`config.mk`:
```
export PLATFORM = sky130hd
export DESIGN_NAME = div_unit
export DESIGN_NICKNAME = d
export VERILOG_FILES = /design/src/rtl/div_unit.sv
export SDC_FILE = /design/constraint.sdc
export NUM_CORES = 1
export LEC_CHECK = 0
export ABC_AREA = 1
export BUFFER_PORTS_ARGS = -buffer_cell sky130_fd_sc_hd__buf_2
export CORE_UTILIZATION = 56
export DETAILED_ROUTE_END_ITERATION = 8
export PLACE_DENSITY = 0.77
export SLEW_MARGIN = 30
export SYNTH_ARGS = -nofsm -noshare
export SYNTH_HDL_FRONTEND = slang
export SYNTH_HIERARCHICAL = 1
export SYNTH_SLANG_ARGS = --single-unit
```
`constraint.sdc`:
```
create_clock -name clk -period 5.6 [get_ports clk]
set_input_delay 0 -clock clk [delete_from_list [all_inputs] [get_ports clk]]
set_output_delay 0 -clock clk [all_outputs]
set_load 0.02 [all_outputs]
```
`src/rtl/div_unit.sv`:
```
// div_unit: iterative restoring divider (signed/unsigned quotient and remainder).
// One quotient bit per cycle. Every trial subtraction goes through the single
// WIDTH+1 bit arithmetic unit 'au'. Division by zero and signed overflow
// finish early, without entering the bit loop.

// au: add/subtract unit with an unsigned less-than flag (mode=1 subtracts).
module au #(
  parameter int WIDTH = 33
) (
  input  logic [WIDTH-1:0] ra,
  input  logic [WIDTH-1:0] rb,
  input  logic             mode,
  output logic [WIDTH-1:0] out,
  output logic             unsigned_compare
);

  assign out              = mode ? (ra - rb) : (ra + rb);
  assign unsigned_compare = (ra < rb);

endmodule

module div_unit #(
  parameter int WIDTH = 32
) (
  input  logic             clk,
  input  logic             rst,
  input  logic             start,
  input  logic [1:0]       op,
  input  logic [WIDTH-1:0] dividend,
  input  logic [WIDTH-1:0] divisor,
  output logic             busy,
  output logic             done,
  output logic [WIDTH-1:0] result
);

  localparam int CW = $clog2(WIDTH + 1);

  typedef enum logic [2:0] {
    IDLE = 3'd0,
    PREP = 3'd1,
    LOOP = 3'd2,
    FIX  = 3'd3,
    DONE = 3'd4
  } state_t;

  state_t           r_state;
  state_t           w_next_state;

  logic [1:0]       r_op;
  logic [WIDTH-1:0] r_a;
  logic [WIDTH-1:0] r_b;
  logic [WIDTH-1:0] r_dmag;
  logic [WIDTH-1:0] r_r;
  logic [WIDTH-1:0] r_q;
  logic [CW-1:0]    r_cnt;
  logic             r_qsign;
  logic             r_rsign;
  logic [WIDTH-1:0] r_result;
  logic             r_busy;
  logic             r_done;

  logic             w_signed_op;
  logic             w_rem_op;
  logic             w_a_neg;
  logic             w_b_neg;
  logic [WIDTH-1:0] w_a_mag;
  logic [WIDTH-1:0] w_b_mag;
  logic             w_div_zero;
  logic             w_ovf;
  logic [WIDTH:0]   w_au_ra;
  logic [WIDTH:0]   w_au_rb;
  logic [WIDTH:0]   w_au_out;
  logic             w_au_lt;
  logic             w_unused_au_msb;
  logic [WIDTH-1:0] w_q_fix;
  logic [WIDTH-1:0] w_r_fix;
  logic             w_accept;

  localparam logic [WIDTH-1:0] ONE     = {{(WIDTH-1){1'b0}}, 1'b1};
  localparam logic [WIDTH-1:0] ALL_ONE = {WIDTH{1'b1}};
  localparam logic [WIDTH-1:0] ZERO    = {WIDTH{1'b0}};
  localparam logic [WIDTH-1:0] MIN_NEG = {1'b1, {(WIDTH-1){1'b0}}};

  // op[0]=1 selects the unsigned variants; op[1]=1 selects the remainder
  assign w_signed_op = ~r_op[0];
  assign w_rem_op    = r_op[1];
  assign w_a_neg     = w_signed_op & r_a[WIDTH-1];
  assign w_b_neg     = w_signed_op & r_b[WIDTH-1];
  assign w_a_mag     = w_a_neg ? (~r_a + ONE) : r_a;
  assign w_b_mag     = w_b_neg ? (~r_b + ONE) : r_b;
  assign w_div_zero  = (r_b == ZERO);
  assign w_ovf       = w_signed_op & (r_a == MIN_NEG) & (r_b == ALL_ONE);

  // The partial remainder shifted left with the next dividend bit can need
  // WIDTH+1 bits, so the trial subtraction is done one bit wider.
  assign w_au_ra = {r_r, r_q[WIDTH-1]};
  assign w_au_rb = {1'b0, r_dmag};

  au #(.WIDTH(WIDTH + 1)) u_au (
    .ra               (w_au_ra),
    .rb               (w_au_rb),
    .mode             (1'b1),
    .out              (w_au_out),
    .unsigned_compare (w_au_lt)
  );

  // A successful trial leaves a difference smaller than the divisor, so its top bit is always 0
  assign w_unused_au_msb = w_au_out[WIDTH];

  assign w_q_fix  = r_qsign ? (~r_q + ONE) : r_q;
  assign w_r_fix  = r_rsign ? (~r_r + ONE) : r_r;
  assign w_accept = start & ((r_state == IDLE) | (r_state == DONE));

  assign busy   = r_busy;
  assign done   = r_done;
  assign result = r_result;

  // Next-state decode for the divider sequencer
  always_comb begin
    w_next_state = r_state;
    case (r_state)
      IDLE: begin
        if (start) w_next_state = PREP;
        else       w_next_state = IDLE;
      end
      PREP: begin
        if (w_div_zero || w_ovf) w_next_state = DONE;
        else                     w_next_state = LOOP;
      end
      LOOP: begin
        if (r_cnt == {CW{1'b0}}) w_next_state = FIX;
        else                     w_next_state = LOOP;
      end
      FIX:  w_next_state = DONE;
      DONE: begin
        if (start) w_next_state = PREP;
        else       w_next_state = IDLE;
      end
      default: w_next_state = IDLE;
    endcase
  end

  // State register plus registered busy/done flags derived from the next state
  always_ff @(posedge clk or posedge rst) begin
    if (rst) begin
      r_state <= IDLE;
      r_busy  <= 1'b0;
      r_done  <= 1'b0;
    end else begin
      r_state <= w_next_state;
      r_busy  <= (w_next_state == PREP) || (w_next_state == LOOP) || (w_next_state == FIX);
      r_done  <= (w_next_state == DONE);
    end
  end

  // Datapath: operand capture, magnitude preparation, bit loop and sign fix-up
  always_ff @(posedge clk or posedge rst) begin
    if (rst) begin
      r_op     <= 2'b00;
      r_a      <= ZERO;
      r_b      <= ZERO;
      r_dmag   <= ZERO;
      r_r      <= ZERO;
      r_q      <= ZERO;
      r_cnt    <= {CW{1'b0}};
      r_qsign  <= 1'b0;
      r_rsign  <= 1'b0;
      r_result <= ZERO;
    end else begin
      case (r_state)
        IDLE, DONE: begin
          if (w_accept) begin
            r_op <= op;
            r_a  <= dividend;
            r_b  <= divisor;
          end
        end
        PREP: begin
          if (w_div_zero) begin
            r_result <= w_rem_op ? r_a : ALL_ONE;
          end else if (w_ovf) begin
            r_result <= w_rem_op ? ZERO : r_a;
          end else begin
            r_r     <= ZERO;
            r_q     <= w_a_mag;
            r_dmag  <= w_b_mag;
            r_cnt   <= CW'(WIDTH - 1);
            r_qsign <= w_a_neg ^ w_b_neg;
            r_rsign <= w_a_neg;
          end
        end
        LOOP: begin
          r_r <= w_au_lt ? w_au_ra[WIDTH-1:0] : w_au_out[WIDTH-1:0];
          r_q <= {r_q[WIDTH-2:0], ~w_au_lt};
          if (r_cnt != {CW{1'b0}}) r_cnt <= r_cnt - CW'(1);
        end
        FIX: begin
          r_result <= w_rem_op ? w_r_fix : w_q_fix;
        end
        default: begin
          r_op <= r_op;
        end
      endcase
    end
  end

endmodule

```
## Word-level counts from Yosys, hierarchy flattened

Index checks and enable logic that the tools add are counted.

| storage, ports and cells | value |
|---|---|
| input bits | 69 |
| output and inout port bits | 34 |
| register bits | 207 |

| operators by class | value |
|---|---|
| bitwise operators | 15 |
| add/sub/neg operators | 6 |
| reduce and logical (&&, ||, !) cells | 15 |
| equal/unequal tests | 14 |
| muxes and demuxes | 25 |
| order comparisons | 1 |

Operator list:

| operator | number |
|---|---|
| $mux W32 | 14 |
| $pmux W32 S2 | 3 |
| $add A32 B1 Y32 const B | 4 |
| $not A32 Y32 | 4 |
| $eq A32 B32 Y1 const B | 2 |
| $lt A33 B32 Y1 | 1 |
| $logic_not A32 Y1 | 1 |
| $sub A32 B32 Y32 | 1 |
| $mux W6 | 3 |
| $eq A3 B2 Y1 const B | 4 |
| $pmux W3 S4 | 1 |
| $pmux W6 S2 | 1 |
| $eq A3 B1 Y1 const B | 2 |
| $eq A3 B3 Y1 const B | 2 |
| $logic_not A6 Y1 | 1 |
| $ne A2 B2 Y1 const B | 3 |
| $reduce_and A3 Y1 | 2 |
| $reduce_bool A6 Y1 | 1 |
| $sub A6 B1 Y6 const B | 1 |
| $and A1 B1 Y1 | 5 |
| $not A1 Y1 | 4 |
| $reduce_and A2 Y1 | 2 |
| $reduce_and A4 Y1 | 1 |
| $reduce_bool A2 Y1 | 2 |
| 8 further kinds | 11 |

## Logic depth before layout (Yosys ltp)

| depth | value |
|---|---|
| depth in word-level cells | 9 |
| gate-level depth with buffers | 19 |
| depth with buffers taken out | 18 |

## Modules after synthesis

The synthesis kept the hierarchy.

Modules (own cells, without submodules):

| module | times used | cells each | area each (µm²) | seq. area each (µm²) |
|---|---|---|---|---|
| div_unit | 1 | 2032 | 13525.5 | 5180.0 |
| au | 1 | 1174 | 5572.8 | 0.0 |

## Least setup slack after synthesis

Ideal clock, no wire load.

| timing | value |
|---|---|
| kind | register to register |
| start point | register r_r[7] |
| end point | register r_r[10] |
| required time | 5.465 ns |
| path buffers | 3 |
| arrival time | 2.646 ns |
| stages on the path, launching flop included | 16 |
| setup time | 0.135 ns |
| setup slack | 2.819 ns |
| cells stage by stage | dfrtp_1 > ha_1 > buf_2 > nand2_1 > inv_1 > nand2_1 > nand2_1 > inv_1 > nand3_1 > nand2_1 > nand2_1 > a211oi_1 > clkbuf_1 > clkbuf_1 > mux2i_1 > o22ai_1 |

| between the ends | value |
|---|---|
| longest elaborated chain between the ends | 3 |

RTL lines:

| element | RTL line | source |
|---|---|---|
| from (decl) | 53 | `logic [WIDTH-1:0] r_r;` |
| from (signal assigned) | 193 | `r_r <= w_au_lt ? w_au_ra[WIDTH-1:0] : w_au_out[WIDTH-1:0];` |
| $lt A33 B32 Y1 | 18 | `assign unsigned_compare = (ra < rb);` |
| via w_au_lt | 73 | `logic w_au_lt;` |
| $mux W32 | 193 |  |
| $pmux W32 S2 | 170 | `case (r_state)` |

The timed path passes the listed nets, and every way through them passes these cells.
A chain may end at the register's enable or synchronous reset.

## Worst setup path in the final report

| timing | value |
|---|---|
| start point | register r_b[0] |
| end point | register r_q[28] |

| between the ends | value |
|---|---|
| longest elaborated chain between the ends | 4 |

RTL lines:

| element | RTL line | source |
|---|---|---|
| from (decl) | 51 | `logic [WIDTH-1:0] r_b;` |
| from (signal assigned) | 175 | `r_b <= divisor;` |
| $eq A32 B32 Y1 | 92 | `assign w_ovf = w_signed_op & (r_a == MIN_NEG) & (r_b == ALL_ONE);` |
| $and A1 B1 Y1 | 92 |  |
| $ne A2 B2 Y1 (no source line) | -- |  |
| $reduce_and A3 Y1 (no source line) * | -- |  |
| to (signal assigned) | 185 | `r_q <= w_a_mag;` |
| to (signal assigned) | 194 | `r_q <= {r_q[WIDTH-2:0], ~w_au_lt};` |
| to (decl) | 54 | `logic [WIDTH-1:0] r_q;` |

Mark *: on every way between the ends. The rest lies on a longest branch, timed or not.

==> qor.csv <==
metric;value;unit
# clock sinks;207;
port bufs;102;
Syn. warnings;6;
Flop pwr share;0.223;
cells after synthesis;3175;
HP Class;input port to flop;
crit path max fanout;81;
first-pass GRT wire length;107;mm
initial antenna violation count;2;
HPWL Detailed;53.1;mm
fin util;0.640;
sw frac;0.582;
Clock Tree Root;clkbuf_16;
worst path required time;6070;ps
design area;0.0211;mm²
Post-Place Worst Slack;2120;ps
end of the worst register-to-register path;r_q[28];
max-cap violation count;0;
H-tree Lvls;1;
vias in the first global route;19100;
crit start category;flop;
layout cells sized above 1;0.0659;
max-slew violations;0;
Avg Cell Area, Syn;5.97;µm²
die area;0.0346;mm²
First DRT Iteration DRCs;2847;
initial core utilization;0.575;
run status;finished, final reports clean;
critical path class;flop to flop;
row count;66;
vias per inst;5.77;
DRT Pass-1 Iters;6;
data arrival time of the critical path;4080;ps
Setup TNS;0;ps
Clk pin slew, worst setup/hold paths;60;ps
Routed Wire Length;69.7;mm
pin count of the biggest net entering global routing;125;
area delta synth->final;11.4;%
final worst path period share;0.644;
worst r2r src;r_b[0];
Max-slew headroom;0.395;
Via Count;21500;
Slew @ Worst Pin;907;ps
Hold Vio Cnt, Final;0;
P_leak;11.4;nW
crit end category;flop;
crit path launch;r_b[0];
Post-CTS Setup Bufs;0;
Vert. Die Dim;186;µm
FF-to-FF setup slack;1990;ps
FMAX;0.277;GHz
drt wl/cell;18.7;µm
synthesized area;0.0189;mm²
top-level I/O count;103;
Final nets;3402;
chip width;186;µm
CTS tree;built;
RSZ-0062 raised after global routing;false;
Num CTS Buffers;25;
Final Critical Period;3610;ps
Clock Power Share;0.120;
clock latency on the worst-skew pair;560;ps
Setup Skew;26.6;ps
final setup margin;1990;ps
gr ovfl total;0;
placer's final routability congestion estimate;1.06;
Filler cells;3077;
Logic pwr share;0.657;
DRC;0;
Peak supply drop;351;µV
switching power;8.16;mW
Final setup viols;0;
power density over cell area;664;mW/mm²
core area;0.0329;mm²
cell-internal power;5.85;mW
Longest Clk Path Bufs;3;
dpl cell area;0.0196;mm²
post-route ant nets;0;
cells on worst reg2reg path;12;
Setup crit end;r_q[28];
Tot GR Track Use;0.404;
sequential cells by signal, summed over array words and instances, names as in the netlist:
signal   flops
r_a         32
busy         1
done         1
r_dmag      32
r_q         32
result      32
r_r         32
r_rsign      1
r_op         2
r_qsign      1
r_state      3
r_cnt        6
r_b         32
placed cells by master (no fill, tap or decap), types with 44 or more instances in the layout:
cell	count
xor2_1	44
ha_1	70
nand2_1	1112
inv_1	408
a21oi_1	78
nand3_1	326
o21ai_0	234
dfrtp_1	205
buf_2	102
nand4_1	49
nor2_1	296
dlygate4sd3_1	68
metal layers:
metal	GRT usage	vias to the layer above	part of all wire	wire, µm
li1	-	10300	-	-
met1	0.582	9868	0.43	30100
met2	0.593	1212	0.41	28700
met3	0.0779	150	0.12	8170
met4	0.148	2	0.039	2740
met5	0	-	0.00019	13
area by class of cell:
type / count / area (µm²) / share of cell area
Clock inverter: 12 / 133 / 0.00628
Multi-Input combinational cell: 2425 / 11600 / 0.551
Timing Repair Buffer: 183 / 1310 / 0.0618
Sequential cell: 207 / 5180 / 0.246
Inverter: 419 / 1580 / 0.0748
Tap cell: 442 / 553 / 0.0262
Antenna cell: 1 / 2.50 / 0.000119
Clock buffer: 33 / 716 / 0.0339
worst max-delay path: stages, from the launching register on:
cell     delay, ps
dfrtp_1        390
inv_1          120
ha_1           240
nand3_4        110
inv_2           70
nand2_2         70
nor2_4         220
nand4_4        360
nand3_4        600
nand2_4        660
inv_2          460
nand2_1        100
nand2_1         90
power groups by stage:
| stage | Combinational, mW | Clock, mW | Sequential [mW] |
|---|---|---|---|
| 2_1_floorplan | 6.37 | 0 | 2.85 |
| 3_3_place_gp | 8.63 | 0 | 3.06 |
| 4_1_cts | 8.86 | 1.69 | 3.07 |
| 6_report | 9.20 | 1.68 | 3.13 |
| 5_1_grt | 10.1 | 1.75 | 3.19 |
| 3_5_place_dp | 8.75 | 0 | 3.09 |
worst min path at each step:
stage | startpoint | end | slack (ps) | cells after the start
floorplan | divisor[10] | r_b[10] | 110 | 2
global placement | rst | r_b[7] | -40 | 2
detailed placement | rst | r_b[6] | -40 | 2
CTS | start | r_b[5] | 40 | 4
global route | start | r_b[17] | 90 | 4
finish | start | r_b[17] | 90 | 4
stage by stage:
| step | total power, mW | instances | hold WS (ps) |
|---|---|---|---|
| after floorplan | 9.22 | 3178 | 110 |
| after global placement | 11.7 | 3608 | -37.8 |
| after detailed placement | 11.8 | 3608 | -39.7 |
| after CTS | 13.6 | 3721 | 38.0 |
| after global routing | 15.1 | 3721 | 89.7 |
| final | 14.0 | 3722 | 89.3 |
timing repair:
item	4_1_cts	5_1_grt
hold buffers	68	0
endpoints found under the hold margin	200	0
gates resized for setup	0	0
Note: power is estimated with default switching activity, not from simulation.
